$ cat src/rtl/id_issue_ctrl.sv
// Decode-stage issue controller: scoreboard-based RAW/WAW blocking, in-flight window limit, FENCE/SYSTEM drain.
// Issue/IdReady are combinational (zero latency); scoreboard, stall reason and stall counter are registered.
module id_issue_ctrl #(
    parameter int MAX_OUTSTANDING = 4,
    parameter int CNT_W           = 4
) (
    input  logic             clk,
    input  logic             rst,
    input  logic             IdValid,
    output logic             IdReady,
    input  logic [6:0]       OpCode,
    input  logic             Rs1ReadEnable,
    input  logic [4:0]       Rs1Addr,
    input  logic             Rs2ReadEnable,
    input  logic [4:0]       Rs2Addr,
    input  logic             RdWriteEnable,
    input  logic [4:0]       RdAddr,
    input  logic             ExReady,
    output logic             IssueValid,
    input  logic             FlushIn,
    input  logic             WbValid,
    input  logic [4:0]       WbAddr,
    output logic [31:0]      PendingMask,
    output logic [CNT_W-1:0] Outstanding,
    output logic [1:0]       State,
    output logic [31:0]      StallCycles
);

    localparam logic [6:0] OP_FENCE  = 7'b0001111;
    localparam logic [6:0] OP_SYSTEM = 7'b1110011;

    typedef enum logic [1:0] {
        ST_RUN   = 2'd0,
        ST_HAZ   = 2'd1,
        ST_FULL  = 2'd2,
        ST_DRAIN = 2'd3
    } state_t;

    state_t            state_q;
    state_t            state_d;
    logic [31:0]       pending_q;
    logic [31:0]       pending_d;
    logic [CNT_W-1:0]  outstanding_q;
    logic [CNT_W-1:0]  outstanding_d;
    logic [31:0]       stall_cycles_q;

    logic              retire;
    logic [31:0]       retire_vec;
    logic [31:0]       pend_eff;
    logic              haz;
    logic              writer;
    logic              full;
    logic              drain;
    logic              issue;
    logic              stalled;
    logic [CNT_W-1:0]  cnt_after_retire;

    // Retire only counts when the bit is actually pending; keeps the counter from underflowing.
    assign retire     = WbValid && (WbAddr != 5'd0) && pending_q[WbAddr];
    assign retire_vec = retire ? (32'd1 << WbAddr) : 32'd0;
    assign pend_eff   = pending_q & ~retire_vec;

    assign haz = (Rs1ReadEnable && (Rs1Addr != 5'd0) && pend_eff[Rs1Addr])
              || (Rs2ReadEnable && (Rs2Addr != 5'd0) && pend_eff[Rs2Addr])
              || (RdWriteEnable && (RdAddr  != 5'd0) && pend_eff[RdAddr]);

    assign writer           = RdWriteEnable && (RdAddr != 5'd0);
    assign cnt_after_retire = outstanding_q - CNT_W'(retire);
    assign full             = writer && (cnt_after_retire == CNT_W'(MAX_OUTSTANDING));

    // Serialising ops wait on the registered count, so they issue one cycle after the last retire.
    assign drain = ((OpCode == OP_FENCE) || (OpCode == OP_SYSTEM)) && (outstanding_q != '0);

    assign issue   = IdValid && ExReady && !FlushIn && !haz && !full && !drain;
    assign stalled = IdValid && !FlushIn && !issue;

    assign IssueValid  = issue;
    assign IdReady     = !IdValid || issue || FlushIn;
    assign PendingMask = pending_q;
    assign Outstanding = outstanding_q;
    assign State       = state_q;
    assign StallCycles = stall_cycles_q;

    always_comb begin
        pending_d = pend_eff;
        if (issue && writer) begin
            pending_d = pending_d | (32'd1 << RdAddr);
        end
        pending_d[0] = 1'b0;

        outstanding_d = outstanding_q + CNT_W'(issue && writer) - CNT_W'(retire);

        state_d = ST_RUN;
        if (stalled) begin
            if (drain) begin
                state_d = ST_DRAIN;
            end else if (haz) begin
                state_d = ST_HAZ;
            end else if (full) begin
                state_d = ST_FULL;
            end else begin
                state_d = ST_RUN;
            end
        end
    end

    always_ff @(posedge clk) begin
        if (rst) begin
            state_q        <= ST_RUN;
            pending_q      <= 32'd0;
            outstanding_q  <= '0;
            stall_cycles_q <= 32'd0;
        end else begin
            state_q       <= state_d;
            pending_q     <= pending_d;
            outstanding_q <= outstanding_d;
            if (stalled && (stall_cycles_q != 32'hFFFF_FFFF)) begin
                stall_cycles_q <= stall_cycles_q + 32'd1;
            end
        end
    end

endmodule
$ cat config.mk
export PLATFORM = sky130hd
export DESIGN_NAME = id_issue_ctrl
export DESIGN_NICKNAME = d
export VERILOG_FILES = /design/src/rtl/id_issue_ctrl.sv
export SDC_FILE = /design/constraint.sdc
export NUM_CORES = 1
export LEC_CHECK = 0
export BUFFER_PORTS_ARGS = -buffer_cell sky130_fd_sc_hd__clkbuf_2
export CAP_MARGIN = 0
export CORE_ASPECT_RATIO = 1.25
export CORE_UTILIZATION = 53
export CTS_BUF_LIST = sky130_fd_sc_hd__clkbuf_4 sky130_fd_sc_hd__clkbuf_8
export DETAILED_ROUTE_END_ITERATION = 6
export PLACE_DENSITY = 0.78
export REMOVE_ABC_BUFFERS = 1
export SLEW_MARGIN = 0
export SYNTH_ARGS = -nofsm -noshare
export SYNTH_HDL_FRONTEND = slang
export SYNTH_SLANG_ARGS = --single-unit
$ cat constraint.sdc
create_clock -name clk -period 8.05 [get_ports clk]
set_input_delay 1.2075 -clock clk [delete_from_list [all_inputs] [get_ports clk]]
set_output_delay 1.2075 -clock clk [all_outputs]
set_load 0.005 [all_outputs]
==> impl_metrics.json <==
{
  "regArea_mm2": 0.00138,
  "skew_ps": 11.8,
  "cts_tree": "done",
  "finalSetupTns_ps": 0,
  "power_frac_comb_pct": 19.2,
  "antenna_left": 0,
  "postCtsSetupBuffers": 0,
  "post_route_cells_drive_above_1_share_pct": 21.6,
  "layout.nets": 787,
  "via_count": 6189,
  "cts_buffers": 9,
  "synthesis.area_mm2": 0.00533,
  "finish.utilization_pct": 62.0,
  "rsz0062_at_grt": "false",
  "finalWorstSetupSlack_ps": 1610,
  "grt_max_degree": 79,
  "synth_flop_cell": "dfxtp_1",
  "maxCapViolCount": 0,
  "drt_pass1_iterations": 7,
  "synth_cells": 679,
  "slew_headroom_pct": 12.4,
  "antenna_found_initial": 0,
  "cts.sinks": 69,
  "layout-area-overhead-vs-synth_pct": 13.0,
  "n_fill_cell": 886,
  "grt_pass1_vias": 5733,
  "seq_area_frac_synth_pct": 25.9,
  "finalCritPeriodShare_pct": 80.0,
  "drc_errors": 6,
  "swShare_pct": 29.6,
  "cp-start-kind": "input port",
  "drv_slew": 0,
  "coreArea_mm2": 0.00971,
  "syn_avg_cell_area_um2": 7.85,
  "fp.dieH_um": 114,
  "die_area_mm2": 0.0105,
  "p_per_area_mw_per_mm2": 147,
  "crit_fanout": 29,
  "track_usage_pct": 37.9,
  "yosys_warnings": 0,
  "ys_seq_elements": 69,
  "place_ws_ps": 1830,
  "row_count": 40,
  "tightest_slew_ps": 1300,
  "cts_hold_buf": 0,
  "cts_buffer_depth": 2,
  "power_switching_uw": 263,
  "p_int_uw": 625,
  "hold_class": "flop to flop",
  "seqPwrFrac_pct": 39.8,
  "via_per_inst": 7.10,
  "dp_hpwl_mm": 14.4,
  "grt_pass1_wl_mm": 30.5,
  "rr_worst_depth": 19,
  "fmax_ghz": 0.155,
  "violations": "DRC",
  "p_clk_share_pct": 41.0,
  "layout_commonest_cell": "clkbuf_2",
  "multi_input_area_mm2": 0.00357,
  "grt.overflow.total": 0,
  "hold_viol": 0,
  "synth-edff-count": 0,
  "cts_resized": 0,
  "ys_async_sr_fraction_pct": 0,
  "worstPathRequired_ps": 6840,
  "whs_path_depth": 2,
  "layout_common_cells": "clkbuf_2, dfxtp_1, a21oi_1, nand2_1, o21ai_0",
  "cp-end-kind": "output port",
  "routabilityCongestion": 1.06,
  "crit_arrival_ps": 5230,
  "power.leakage_nw": 2.26,
  "diodes": 0,
  "cts_root_buf": "clkbuf_8",
  "finalSetupViolCount": 0,
  "finalPower_uw": 888,
  "ctsHtreeMaxLevel": 3,
  "hold_ws_ps": 501,
  "drt_iter0_drc": 768,
  "die_w_um": 91.7,
  "vdd_ir_drop_max_v": 0.000123,
  "wl_per_cell_um": 22.6,
  "final.min_clock_period_ps": 6440,
  "critical_path_class": "input port to output port",
  "status": "complete, but fails checks",
  "yosysUniqueCellTypes": 77,
  "portBuffers": 106,
  "ios": 108,
  "drt-total-wl_mm": 19.7,
  "cts.clk_slew.worst_paths_ps": 80,
  "start_util_pct": 54.9,
  "clock_latency_ps": 350
}
==> path summary, 6_finish.rpt <==
| path | start | endpoint | slack, ps |
|---|---|---|---|
| max | WbAddr[1] | IdReady | 1610 |
| min | StallCycles[23] | StallCycles[23] | 500 |
| max reg2reg | PendingMask[1] | Outstanding[2] | 3210 |
| min reg2reg | StallCycles[23] | StallCycles[23] | 500 |
==> layer usage <==
layer  vias up  GRT usage, %  wire length, µm
met4         0          23.7             1170
met2       515          62.7             9120
met1      2849          45.3             7180
met5         -             0                0
li1       2713             -                -
met3       112          7.24             2230
==> worst max-delay path, cell delays in order <==
cell       delay, ps
clkbuf_2         520
nand4bb_1        420
o41ai_1          720
mux4_2           380
a32oi_1          120
a211o_1          360
nor4_4          1130
nand2b_1         220
clkbuf_2         110
==> registers in the layout (all words and copies together) (netlist names) <==
signal and count:
Outstanding 4, PendingMask 31, StallCycles 32, State 2
==> power groups by stage <==
stage / clock [mW] / sequential, mW / combinational (mW)
after global routing: 0.380 / 0.355 / 0.184
after detailed placement: 0 / 0.362 / 0.163
after global placement: 0 / 0.361 / 0.162
after CTS: 0.367 / 0.354 / 0.165
final: 0.364 / 0.353 / 0.170
after floorplan: 0 / 0.361 / 0.0904
==> Yosys cell counts, drive strengths merged, types with 4 or more instances <==
| cell | instances | area share [%] |
|---|---|---|
| a211oi | 8 | 1.1 |
| a21oi | 48 | 4.5 |
| a31oi | 4 | 0.47 |
| and3 | 15 | 1.8 |
| buf | 24 | 2.7 |
| clkbuf | 35 | 2.5 |
| dfxtp | 69 | 26 |
| ha | 9 | 2.1 |
| inv | 27 | 1.9 |
| mux2 | 22 | 4.6 |
| mux2i | 10 | 1.9 |
| mux4 | 8 | 3.4 |
| nand2 | 46 | 3.2 |
| nand2b | 12 | 1.4 |
| nand3 | 24 | 2.3 |
| nand3b | 4 | 0.56 |
| nand4 | 26 | 3.3 |
| nand4b | 4 | 0.66 |
| nand4bb | 5 | 1.1 |
| nor2 | 36 | 2.5 |
| nor2b | 15 | 1.8 |
| nor3 | 17 | 1.6 |
| nor4 | 9 | 1.3 |
| o211ai | 11 | 1.5 |
| o21ai | 48 | 4.5 |
| o221ai | 4 | 0.66 |
| o22ai | 19 | 2.2 |
| o31ai | 9 | 1.5 |
| o32ai | 4 | 0.66 |
| or3 | 32 | 3.8 |
| or4 | 9 | 1.3 |
==> final cells by class <==
class,count,area share (%)
Sequential cell,69,22.9
Inverter,28,1.74
Multi-Input combinational cell,523,59.2
Timing Repair Buffer,110,9.31
Clock buffer,11,2.41
Tap cell,126,2.62
Clock inverter,5,1.79
==> cell families (layout without fill, tap and decap cells) <==
| family | count (synthesis) | count (layout) | share of synthesized area (%) |
|---|---|---|---|
| AO/OA/AOI/OAI | 200 | 200 | 25.0 |
| XOR/XNOR | 6 | 6 | 0.986 |
| flip-flops | 69 | 69 | 25.9 |
| AND/OR/NAND/NOR | 266 | 266 | 28.5 |
| multiplexers | 40 | 40 | 9.91 |
| adder cells (fa/ha/maj) | 10 | 10 | 2.49 |
| buffers and inverters | 87 | 154 | 7.16 |
| other | 1 | 1 | 0.0704 |
==> metrics by stage <==
step | area (µm²) | std cells
after floorplan | 5050 | 620
after global placement | 5770 | 856
after detailed placement | 5770 | 856
after CTS | 6020 | 872
after global routing | 6020 | 872
final | 6020 | 872
Note: power is estimated with default switching activity, not from simulation.
